### src/rtl/sync111_tx.sv
// sync111_tx: serial framer, "111" sync, separator, stuffed LSB-first byte,
// odd parity bit and MIN_GAP trailing zeros on a registered line w.
// Ports: clk, arst (async, active-high), din/din_valid/din_ready (byte
// input, accepted only in IDLE), w (serial line), busy, frame_done (pulse).
module sync111_tx #(
  parameter int unsigned MIN_GAP = 1
) (
  input  logic       clk,
  input  logic       arst,
  input  logic [7:0] din,
  input  logic       din_valid,
  output logic       din_ready,
  output logic       w,
  output logic       busy,
  output logic       frame_done
);

  typedef enum logic [2:0] {
    IDLE, SYNC, SEP, DATA, PAR, GAP
  } state_t;

  localparam logic [3:0] GAP_LEN = 4'(MIN_GAP);

  state_t     state, state_n;
  logic [7:0] byte_q;
  logic [3:0] cnt, cnt_n;
  logic [1:0] ones, ones_n;
  logic       w_n, busy_n, done_n;
  logic       load;
  logic       stuff;
  logic       par_bit;

  // Two ones already on the line: the next cycle must be a stuffed 0.
  assign stuff   = (ones == 2'd2);
  assign par_bit = ~^byte_q;

  assign din_ready = (state == IDLE);

  always_ff @(posedge clk or posedge arst) begin
    if (arst) begin
      state      <= IDLE;
      cnt        <= '0;
      ones       <= '0;
      byte_q     <= '0;
      w          <= 1'b0;
      busy       <= 1'b0;
      frame_done <= 1'b0;
    end else begin
      state      <= state_n;
      cnt        <= cnt_n;
      ones       <= ones_n;
      w          <= w_n;
      busy       <= busy_n;
      frame_done <= done_n;
      if (load) byte_q <= din;
    end
  end

  // cnt: SYNC index, data bits consumed (DATA/PAR, 9 = parity sent),
  // or gap cycles done.
  always_comb begin
    state_n = state;
    cnt_n   = cnt;
    load    = 1'b0;
    unique case (state)
      IDLE: begin
        if (din_valid) begin
          load    = 1'b1;
          state_n = SYNC;
          cnt_n   = '0;
        end
      end
      SYNC: begin
        if (cnt == 4'd2) begin
          state_n = SEP;
          cnt_n   = '0;
        end else begin
          cnt_n = cnt + 4'd1;
        end
      end
      SEP: begin
        state_n = DATA;
        cnt_n   = 4'd1;
      end
      DATA: begin
        if (cnt == 4'd8) begin
          state_n = PAR;
          cnt_n   = stuff ? 4'd8 : 4'd9;
        end else if (!stuff) begin
          cnt_n = cnt + 4'd1;
        end
      end
      PAR: begin
        if (cnt == 4'd8) begin
          cnt_n = 4'd9;
        end else begin
          state_n = GAP;
          cnt_n   = 4'd1;
        end
      end
      GAP: begin
        if (cnt == GAP_LEN) begin
          state_n = IDLE;
          cnt_n   = '0;
        end else begin
          cnt_n = cnt + 4'd1;
        end
      end
      default: begin
        state_n = IDLE;
        cnt_n   = '0;
      end
    endcase
  end

  // Value of the line and ones counter for the cycle being entered.
  always_comb begin
    w_n    = 1'b0;
    ones_n = '0;
    busy_n = (state_n != IDLE);
    done_n = (state == GAP) && (state_n == IDLE);
    unique case (state)
      IDLE: w_n = din_valid;
      SYNC: w_n = (cnt != 4'd2);
      SEP: begin
        w_n    = byte_q[0];
        ones_n = {1'b0, byte_q[0]};
      end
      DATA: begin
        if (stuff) begin
          w_n = 1'b0;
        end else if (cnt == 4'd8) begin
          w_n    = par_bit;
          ones_n = {1'b0, par_bit};
        end else begin
          w_n    = byte_q[cnt[2:0]];
          ones_n = w_n ? ones + 2'd1 : 2'd0;
        end
      end
      PAR: begin
        if (cnt == 4'd8) begin
          w_n    = par_bit;
          ones_n = {1'b0, par_bit};
        end
      end
      GAP: w_n = 1'b0;
      default: w_n = 1'b0;
    endcase
  end

endmodule

### config.mk
export PLATFORM = sky130hd
export DESIGN_NAME = sync111_tx
export DESIGN_NICKNAME = d
export VERILOG_FILES = /design/src/rtl/sync111_tx.sv
export SDC_FILE = /design/constraint.sdc
export NUM_CORES = 1
export LEC_CHECK = 0
export ABC_AREA = 1
export CORE_UTILIZATION = 57
export CTS_CLUSTER_SIZE = 16
export DETAILED_ROUTE_END_ITERATION = 16
export GPL_TIMING_DRIVEN = 1
export PLACE_DENSITY = 0.86
export SYNTH_ARGS = -nofsm -noshare
export SYNTH_HDL_FRONTEND = slang
export SYNTH_SLANG_ARGS = --single-unit
### constraint.sdc
create_clock -name clk -period 3.2 [get_ports clk]
set_input_delay 0.64 -clock clk [delete_from_list [all_inputs] [get_ports clk]]
set_output_delay 0.64 -clock clk [all_outputs]
set_load 0.1 [all_outputs]
# --- Yosys cells after proc, flatten, opt, wreduce, memory -nomap -nowiden ---
# Index checks and enable logic that the tools add are counted.
totals:
  reg_bits: 20
  output_inout_bits: 4
  wordCells: 55
classes:
  add_sub_neg: 2
  order_cmp: 1
  eq_ne: 12
  n_mux: 27
  reduce_logical: 6
op_table:
  columns: ["cell", "count"]
  rows:
  - ["2-to-1 mux 4 bit", 6]
  - ["case mux 4 bit (6 select lines)", 1]
  - ["case mux 3 bit (6 select lines)", 1]
  - ["2-to-1 mux 3 bit", 5]
  - ["2-to-1 mux 1 bit", 8]
  - ["XNOR reduction 8 bit", 1]
  - ["equality test 3 x 2 -> 1 bit, second input constant", 2]
  - ["equality test 3 bit, second input constant", 2]
  - ["logical NOT 3 bit", 2]
  - ["2-to-1 mux 2 bit", 3]
  - ["case mux 2 bit (3 select lines)", 1]
  - ["case mux 1 bit (5 select lines)", 1]
  - ["adder 4 x 1 -> 4 bit, second input constant", 1]
  - ["equality test 4 x 1 -> 1 bit, second input constant", 1]
  - ["equality test 4 x 2 -> 1 bit, second input constant", 1]
  - ["equality test 4 bit, second input constant", 1]
  - ["less-than comparator 3 x 4 -> 1 bit, second input constant", 1]
  - ["inequality test 4 x 2 -> 1 bit, second input constant", 1]
  - ["binary-select mux 1 bit (select 3 bit)", 1]
  - ["equality test 3 x 1 -> 1 bit, second input constant", 1]
  - ["inequality test 3 bit, second input constant", 1]
  - ["nonzero test 3 bit", 1]
  - ["adder 2 x 1 -> 2 bit, second input constant", 1]
  - ["equality test 2 bit, second input constant", 1]
  - ["other kinds (3)", 3]

# --- Longest topological paths before layout ---
# Gate-level depths: netlist of run 1.
logic_depth:
  depth_word: 6
  depth_mapped: 11

# --- Worst setup path after synthesis of run 1 ---
# Ideal clock, no wire load.
synth_timing:
  kind: "reg2out"
  startpoint: "register state[1]"
  endpoint: "output din_ready"
  arrival_ps: 910
  required_time_ps: 2560
  path_slack_ps: 1650
  path_stages_with_launch: 4
  path_buffers: 0
  cell_sequence: "dfrtp_1 -> nor2_2 -> nand2_4 -> inv_4"
synth_via:
  elab_chain_len: 1
synth_rtl:
  columns: ["element", "line_no", "source"]
  rows:
  - ["from (decl)", "24", "state_t state, state_n;"]
  - ["from (signal assigned)", "49", "state <= state_n;"]
  - ["logical NOT 3 bit", "37", "assign din_ready = (state == IDLE);"]
  - ["to (decl)", "12", "output logic din_ready,"]
# Every way passes these cells.

# --- Worst setup path after layout of run 1 ---
layout_timing:
  startpoint: "register state[0]"
  endpoint: "output din_ready"
# The elaborated chain is that of the path after synthesis.

==> results of run 1 <==
-- stage by stage --
stage / instances / total power, mW / setup WS, ns / hold slack [ns] / util
after CTS: 239 / 1.667 / 1.138 / 0.5194 / 0.7048
after detailed placement: 235 / 1.510 / 1.322 / 0.5027 / 0.6890
after global placement: 235 / 1.457 / 1.362 / 0.4955 / 0.6890
final: 239 / 1.667 / 1.148 / 0.5147 / 0.7048
after global routing: 239 / 1.804 / 1.088 / 0.5343 / 0.7048
after floorplan: 196 / 1.311 / 1.650 / 0.4885 / -
-- worst min-delay path, stage by stage, from the launching register on --
cell	delay, ns
dfrtp_1	0.35
ha_1	0.11
nor2_1	0.04
-- power groups by stage --
stage,Sequential (mW),Combinational [mW],Clock (mW)
5_1_grt,0.497,1.15,0.159
6_report,0.485,1.03,0.152
2_1_floorplan,0.523,0.787,0
4_1_cts,0.481,1.03,0.154
3_5_place_dp,0.485,1.03,0
3_3_place_gp,0.479,0.978,0
-- flip-flops by register name, summed over array words and instances, names as in the netlist --
signal      cells
cnt             4
busy            1
ones            2
w               1
state           3
frame_done      1
byte_q          8
-- cell usage after synthesis (all sizes together) --
library cell   n  share of area
dfrtp         20           0.35
nor3           1          0.011
o211ai         1         0.0052
nand4          2         0.0087
nand3b         1         0.0052
o22ai          1          0.014
a21oi         11          0.038
ha             5          0.043
xnor2          3          0.018
xor2           3          0.018
clkbuf         2         0.0070
inv           31          0.083
o21ai          3          0.013
buf            1         0.0078
nand3         16          0.068
nand2         72           0.24
nor2          23          0.074
-- layout by cell type (no fill, tap or decap), types with 2 or more instances in the layout --
| cell | count |
|---|---|
| ha_1 | 5 |
| xnor2_1 | 3 |
| nand3_1 | 14 |
| clkdlybuf4s50_1 | 10 |
| inv_1 | 24 |
| buf_4 | 4 |
| nand2_2 | 4 |
| dfrtp_1 | 20 |
| inv_2 | 6 |
| nand4_1 | 2 |
| nor2_2 | 5 |
| xor2_1 | 3 |
| nand2_4 | 6 |
| nor2_1 | 17 |
| nand2_1 | 61 |
| clkbuf_4 | 3 |
| a21oi_1 | 11 |
-- routing by layer --
layer	GRT usage	routed length (µm)	vias to the layer above
li1	-	-	631
met1	0.3109	1393	565
met2	0.4530	1537	18
met3	0.02609	58	5
met4	0.08333	39	0
met5	0	0	-
-- logic make-up after synthesis --
family,count (synthesis),synth area share
and+or+nand+nor,115,0.4043
DFF,20,0.3478
AOI/OAI and AO/OA,16,0.07043
xor gates and xnor gates,6,0.03653
buffers and inverters,34,0.09740
adders and majority gates,5,0.04348
-- area by class of cell --
type	count	area (µm²)
clock buffers	4	36.28
fillers	190	678.2
inverters	31	118.9
multi-input cells	142	798.3
flip-flops and latches	20	500.5
well taps	28	35.03
repair buffers	14	130.1
-- path summary, 6_finish.rpt --
check                                 end     start  slack, ns
worst max-delay path            din_ready  state[0]       1.15
worst min-delay path              ones[1]   ones[1]       0.51
worst max register to register     cnt[0]    cnt[1]       1.51
worst min register to register    ones[1]   ones[1]       0.51
max in group asynchronous            busy      arst       1.96
min in group asynchronous       byte_q[0]      arst       0.76
==> results.md, run 1 <==
- WP data required: 2.56 ns
- First-pass GRT wire length: 4981 µm
- P_int: 768.7 µW
- Drt drc: 0
- CTS tree: yes
- CTS H-Tree Depth: 1
- CTS max path bufs: 2
- Synth Cell Area: 1439 µm²
- Clock skew: 0.004424 ns
- HP Class: register to register
- Switching share of power: 0.5389
- CP endpoint kind: output pin
- Fin nets: 228
- CP arrival: 1.41 ns
- Routability cong.: 0.8853
- Global route overflow: 0
- Total die area: 2729 µm²
- Power share of the clock group: 0.091
- Core area: 2297 µm²
- Vias: 1219
- FP Rows: 17
- Comb pwr share: 0.618
- RSZ-0062 raised after global routing: no
- Share of cells above drive strength 1: 0.1754
- # setup viols final: 0
- Least-Margin Pin Slew: 0.7634 ns
- ANT cells: 0
- Worst-path clk slew: 0.12 ns
- NetSw: 898.5 µW
- Syn_nets: 212
- CTS buffer count: 3
- Die Wd: 52.24 µm
- R2R depth: 9
- Post-Synthesis Cells: 196
- Maximum vdd drop: 0.8153 mV
- Crit start category: register
- DP Area: 1583 µm²
- Crit-path max FO: 5
- Max Slew Vio Count: 0
- Area growth from synthesis to final layout: 12.52%
- Netlist cell types: 28
- Power Density: 1030 nW/µm²
- Syn_area_per_cell: 7.341 µm²
- Status: completed
- Root buf cell: clkbuf_4
- Max Cap Viol: 0
- DP HPWL: 2419 µm
- Pin count of the biggest net entering global routing: 21
- Initial antenna violation count: 0
- CP Class: register to output pin
- LEAKAGE: 0.8344 nW
- Vias per inst: 5.100
- Initial detailed-routing violation count: 35
- Cts hold-fix bufs: 0
- Vias in the first global route: 1173
- Seq/Total Area, Yosys: 0.3478
- Slew headroom: 0.4905
- Top delay family on crit path: flip-flops
- Overall Global Routing Usage: 0.2517
- Crit-path max cell delay: 0.47 ns
- Post-cts sizing count: 0
- Die height: 52.24 µm
- FMAX: 487.2 MHz
- Path length in cells of the critical path: 4
- DRT Pass-1 Iters: 5
- Initial Util: 0.6264
- Worst-Skew Late Latency: 0.31 ns
- Tcrit/Tclk final: 0.6414
- Hold depth: 2
- Fin. Hold Viols: 0
- Postcts setup bufs: 0
- IO Port Bufs: 14
- CP Buf/Inv Count: 2
- Io pins: 15
- Layout Cell Area excl Fill: 1619 µm²
- Crit-path cells: nor2_2 -> nand2_4 -> inv_4 -> buf_4
- Avg WL per Cell: 12.67 µm
- WL final: 3029 µm
- Slowest CP cell: dfrtp_1
- # clock sinks: 20
- Seq pwr share: 0.291
- Setup TNS: 0 ns
- YS warnings: 0
- Flops & latches, synth: 20
- Min Clock Period, post-route: 2.052 ns
- Routed Antenna Nets: 0
Power figures use the tool's default switching activity.
==> inputs of run 2 (changes only) <==
Settings changed: CORE_UTILIZATION 57 to 56, PLACE_DENSITY 0.86 to 0.85.
Clock period 3.2 ns to 1.9 ns, I/O delays scaled along.
==> results.md, run 2 (synthesized netlist as in run 1, its figures left out) <==
- FP Rows: 18 (was 17)
- Die height: 52.69 µm (was 52.24 µm)
- FMAX: 583.6 MHz
- Power Density: 1721 nW/µm² (was 1030 nW/µm²)
- Avg WL per Cell: 11.67 µm (was 12.67 µm)
- Routed Antenna Nets: 0 (unchanged)
- CTS max path bufs: 2 (unchanged)
- Initial antenna violation count: 0 (unchanged)
- Utilization after layout: 0.6687 (was 0.7048)
- CTS H-Tree Depth: 1 (unchanged)
- Max Slew Vio Count: 0 (unchanged)
- Most flops, register: byte_q (unchanged)
- Area growth from synthesis to final layout: 14.09% (was 12.52%)
- Core area: 2455 µm² (was 2297 µm²)
- DP HPWL: 2253 µm (was 2419 µm)
- Clock skew: 0.01342 ns (was 0.004424 ns)
- RSZ-0062 raised after global routing: no (unchanged)
- Die Wd: 52.69 µm (was 52.24 µm)
- Total die area: 2776 µm² (was 2729 µm²)
- Global route overflow: 0 (unchanged)
- # clock sinks: 20 (unchanged)
- Share of cells above drive strength 1: 0.1792 (was 0.1754)
- # setup viols final: 0 (unchanged)
- Most common cell after layout, fill and taps aside: nand2_1 (unchanged)
- First-pass GRT wire length: 4809 µm (was 4981 µm)
- Io pins: 15 (unchanged)
- Vias per inst: 5.140 (was 5.100)
- ANT cells: 0 (unchanged)
- Tcrit/Tclk final: 0.9018
- Initial Util: 0.5861 (was 0.6264)
- Least-Margin Pin Slew: 0.3096 ns (was 0.7634 ns)
- Commonest cells after routing, fill and taps aside: nand2_1, inv_1, dfrtp_1 (unchanged)
- Postcts setup bufs: 0 (unchanged)
- HP Class: input pin to async pin (was register to register)
- Fin nets: 229 (was 228)
- Vias: 1244 (was 1219)
- Overall Global Routing Usage: 0.2390 (was 0.2517)
- Status: complete, but fails checks (was completed)
- Routability cong.: 0.8968 (was 0.8853)
- Fin. Hold Viols: 0 (unchanged)
- CP Class: register to output pin (unchanged)
- Drt drc: 1 (was 0)
- Failing checks: DRC
- Worst-Skew Late Latency: 0.32 ns (was 0.31 ns)
- DRT Pass-1 Iters: 10 (was 5)
- Largest registers: byte_q: 8 flops, cnt: 4 flops, state: 3 flops (unchanged)
- LEAKAGE: 0.8429 nW (was 0.8344 nW)
- Cts hold-fix bufs: 0 (unchanged)
- Maximum vdd drop: 1.318 mV (was 0.8153 mV)
- WL final: 2824 µm (was 3029 µm)
- Root buf cell: clkbuf_4 (unchanged)
- CP arrival: 1.33 ns (was 1.41 ns)
- Max reg flops: 8 (unchanged)
- Post-cts sizing count: 0 (unchanged)
- Setup TNS: 0 ns (unchanged)
- Pin count of the biggest net entering global routing: 21 (unchanged)
- Crit-path max FO: 3 (was 5)
- Max Cap Viol: 0 (unchanged)
- Min Clock Period, post-route: 1.713 ns
- Crit start category: register (unchanged)
- CTS buffer count: 3 (unchanged)
- Slew headroom: 0.7936 (was 0.4905)
- WP data required: 1.52 ns (was 2.56 ns)
- Vias in the first global route: 1181 (was 1173)
- IO Port Bufs: 14 (unchanged)
- Initial detailed-routing violation count: 26 (was 35)
- Worst-path clk slew: 0.12 ns (about the same)
- CP endpoint kind: output pin (unchanged)
- CTS tree: yes (unchanged)
## run 2: cell count changes in the layout (fill, tap and decap cells not counted)
cell    change
buf_12      +1
## run 2: where the power goes
part	switching (mW)	leakage, nW	internal [mW]
Combinational	1.14	0.582	0.616
Clock	0.141	0.0210	0.117
Sequential	0.219	0.240	0.591
## run 2: per-stage QoR
stage / setup slack, ns / total power [mW] / instances / hold slack, ns / instance area (µm²)
floorplan: 0.4586 / 2.207 / 196 / 0.3438 / 1439
global placement: 0.3119 / 2.481 / 238 / 0.4949 / 1605
detailed placement: 0.2588 / 2.568 / 238 / 0.5167 / 1605
CTS: 0.1881 / 2.827 / 242 / 0.3778 / 1642
global route: 0.1133 / 3.066 / 242 / 0.4403 / 1642
finish: 0.1866 / 2.825 / 242 / 0.3610 / 1642
## run 2: final timing paths
| check | start | to | slack (ns) | cells past startpoint |
|---|---|---|---|---|
| hold reg to reg | ones[1] | ones[1] | 0.53 | 2 |
| max in group asynchronous | arst | byte_q[4] | 1.32 | 3 |
| setup / recovery | state[1] | din_ready | 0.19 | 4 |
| min in group clk | ones[1] | ones[1] | 0.53 | 2 |
| setup reg to reg | cnt[0] | frame_done | 0.22 | 8 |
| hold / removal | arst | ones[1] | 0.36 | 3 |
## run 2: final cells by class
cell class	instances	area, µm²
Sequential cell	20	500.5
Tap cell	30	37.54
Clock buffer	4	36.28
Fill cell	209	813.3
Multi-Input combinational cell	142	798.3
Timing Repair Buffer	15	150.1
Inverter	31	118.9
## run 2: worst max-delay path, cell delays in order (launching register included)
cell     delay, ns
dfrtp_1       0.45
nor2_2        0.20
nand2_4       0.09
inv_4         0.10
buf_12        0.18
## run 2: routing by layer
layer  vias up  GRT usage  routed length, µm
li1        637          -                  -
met1       580     0.3013               1303
met2        22     0.4156               1414
met3         5    0.03188                 66
met4         0    0.07895                 38
met5         -          0                  0
==> inputs of run 3 (changes only) <==
Settings changed: CELL_PAD_IN_SITES_DETAIL_PLACEMENT set to 0, CELL_PAD_IN_SITES_GLOBAL_PLACEMENT set to 1, CORE_UTILIZATION 56 to 30, CTS_CLUSTER_SIZE 16 to unset, PLACE_DENSITY 0.85 to 0.67.
==> results.md, run 3 (synthesized netlist as in run 1, its figures left out) <==
- FF-to-FF setup slack: 0.33 ns (was 0.22 ns)
- DP HPWL: 2331 µm (was 2253 µm)
- Setup TNS: 0 ns (unchanged)
- Max reg flops: 8 (unchanged)
- Status: completed (was complete, but fails checks)
- CTS buffer count: 3 (unchanged)
- Initial detailed-routing violation count: 47 (was 26)
- WP data required: 1.52 ns (about the same)
- LEAKAGE: 0.8677 nW (was 0.8429 nW)
- Routability cong.: 0.7612 (was 0.8968)
- Reg-to-Reg End: frame_done (unchanged)
- Vias per inst: 4.425 (was 5.140)
- Root buf cell: clkbuf_8 (was clkbuf_4)
- FMAX: 620.4 MHz (was 583.6 MHz)
- Area growth from synthesis to final layout: 19.48% (was 14.09%)
- Die height: 71.26 µm (was 52.69 µm)
- Tcrit/Tclk final: 0.8483 (was 0.9018)
- Total die area: 5077 µm² (was 2776 µm²)
- Initial Util: 0.3216 (was 0.5861)
- Maximum vdd drop: 0.9055 mV (was 1.318 mV)
- Commonest cells after routing, fill and taps aside: nand2_1, inv_1, dfrtp_1 (unchanged)
- Avg WL per Cell: 11.24 µm (was 11.67 µm)
- CTS H-Tree Depth: 1 (unchanged)
- Dpl cells: 262 (was 238)
- Io pins: 15 (unchanged)
- RSZ-0062 raised after global routing: no (unchanged)
- CTS max path bufs: 2 (unchanged)
- Vias in the first global route: 1165 (was 1181)
- Die Wd: 71.26 µm (was 52.69 µm)
- Slew headroom: 0.8109 (was 0.7936)
- Crit start category: register (unchanged)
- Filler cells: 458 (was 209)
- CP Class: register to output pin (unchanged)
- Global route overflow: 0 (unchanged)
- Postcts setup bufs: 0 (unchanged)
- First-pass GRT wire length: 5437 µm (was 4809 µm)
- FP Rows: 24 (was 18)
- Max Cap Viol: 0 (unchanged)
- Total Power: 3.004 mW (was 2.825 mW)
- Overall Global Routing Usage: 0.1368 (was 0.2390)
- Clock skew: 0.009694 ns (was 0.01342 ns)
- Fin. Hold Viols: 0 (unchanged)
- Most common cell after layout, fill and taps aside: nand2_1 (unchanged)
- # clock sinks: 20 (unchanged)
- WL final: 2991 µm (was 2824 µm)
- Routed Antenna Nets: 0 (unchanged)
- Largest registers: byte_q: 8 flops, cnt: 4 flops, state: 3 flops (unchanged)
- Share of cells above drive strength 1: 0.1869 (was 0.1792)
- Cts hold-fix bufs: 0 (unchanged)
- CP arrival: 1.23 ns (was 1.33 ns)
- Most flops, register: byte_q (unchanged)
- Worst-path clk slew: 0.08 ns (was 0.12 ns)
- IO Port Bufs: 14 (unchanged)
- DRT Pass-1 Iters: 4 (was 10)
- Crit-path max FO: 3 (unchanged)
- Worst setup path end: din_ready (unchanged)
- Fin nets: 231 (was 229)
- HP Class: input pin to async pin (unchanged)
- CTS tree: yes (unchanged)
- ANT cells: 0 (unchanged)
- R2R depth: 8 (unchanged)
- Reg2reg start: cnt[0] (unchanged)
- Core area: 4474 µm² (was 2455 µm²)
- CP endpoint kind: output pin (unchanged)
- Fin cells: 266 (was 242)
- Vias: 1177 (was 1244)
- # setup viols final: 0 (unchanged)
- Max Slew Vio Count: 0 (unchanged)
- Drt drc: 0 (was 1)
- Least-Margin Pin Slew: 0.2828 ns (was 0.3096 ns)
- Post-cts sizing count: 0 (unchanged)
- Power Density: 1747 nW/µm² (was 1721 nW/µm²)
- Initial antenna violation count: 0 (unchanged)
- Pin count of the biggest net entering global routing: 21 (unchanged)
- Min Clock Period, post-route: 1.612 ns (was 1.713 ns)
- Worst-Skew Late Latency: 0.26 ns (was 0.32 ns)
- Beginning of the critical path: state[1] (unchanged)
==> run 3: changes by cell type in the layout (fill, tap and decap cells not counted), sizes merged <==
cell,delta
bufinv,+1
clkbuf,-1
buf,+2
==> run 3: stage by stage <==
step | utilization | hold slack (ns) | instance area, µm² | worst slack [ns]
detailed placement | 0.3683 | 0.5019 | 1648 | 0.2680
finish | 0.3842 | 0.4327 | 1719 | 0.2882
global placement | 0.3683 | 0.4968 | 1648 | 0.2809
CTS | 0.3842 | 0.4442 | 1719 | 0.2739
global route | 0.3842 | 0.4698 | 1719 | 0.1353
floorplan | - | 0.3438 | 1439 | 0.4586
==> run 3: layout make-up <==
class	instances	area (µm²)	share of cell area
multi-input combinational	142	798.3	0.4643
sequential	20	500.5	0.2911
timing repair buffer	17	165.2	0.09607
inverter	31	118.9	0.06914
tap	52	65.06	0.03785
clock buffer	3	41.29	0.02402
clock inverter	1	30.03	0.01747
==> run 3: per-layer routing <==
metal,share of wire,up-vias,global-route usage
li1,-,634,-
met4,0.013,0,0.04667
met5,0,-,0
met1,0.53,525,0.1991
met2,0.44,14,0.2127
met3,0.017,4,0.01406
==> run 3: where the power goes <==
group	leakage, nW	switching [mW]	internal, mW
registers	0.240	0.204	0.592
logic	0.592	1.14	0.635
clock network	0.0357	0.150	0.281
==> run 3: worst min path at each step <==
stage / from / end / slack (ns) / cells past startpoint
finish: arst / byte_q[0] / 0.43 / 3
global route: arst / byte_q[0] / 0.47 / 3
CTS: arst / byte_q[0] / 0.44 / 3
detailed placement: ones[1] / ones[1] / 0.50 / 2
global placement: ones[1] / ones[1] / 0.50 / 2
floorplan: arst / busy / 0.34 / 1
==> run 3: worst max-delay path: stages, from the launching register on <==
cell	delay, ns
dfrtp_1	0.43
nor2_2	0.19
nand2_4	0.09
inv_4	0.10
buf_12	0.17
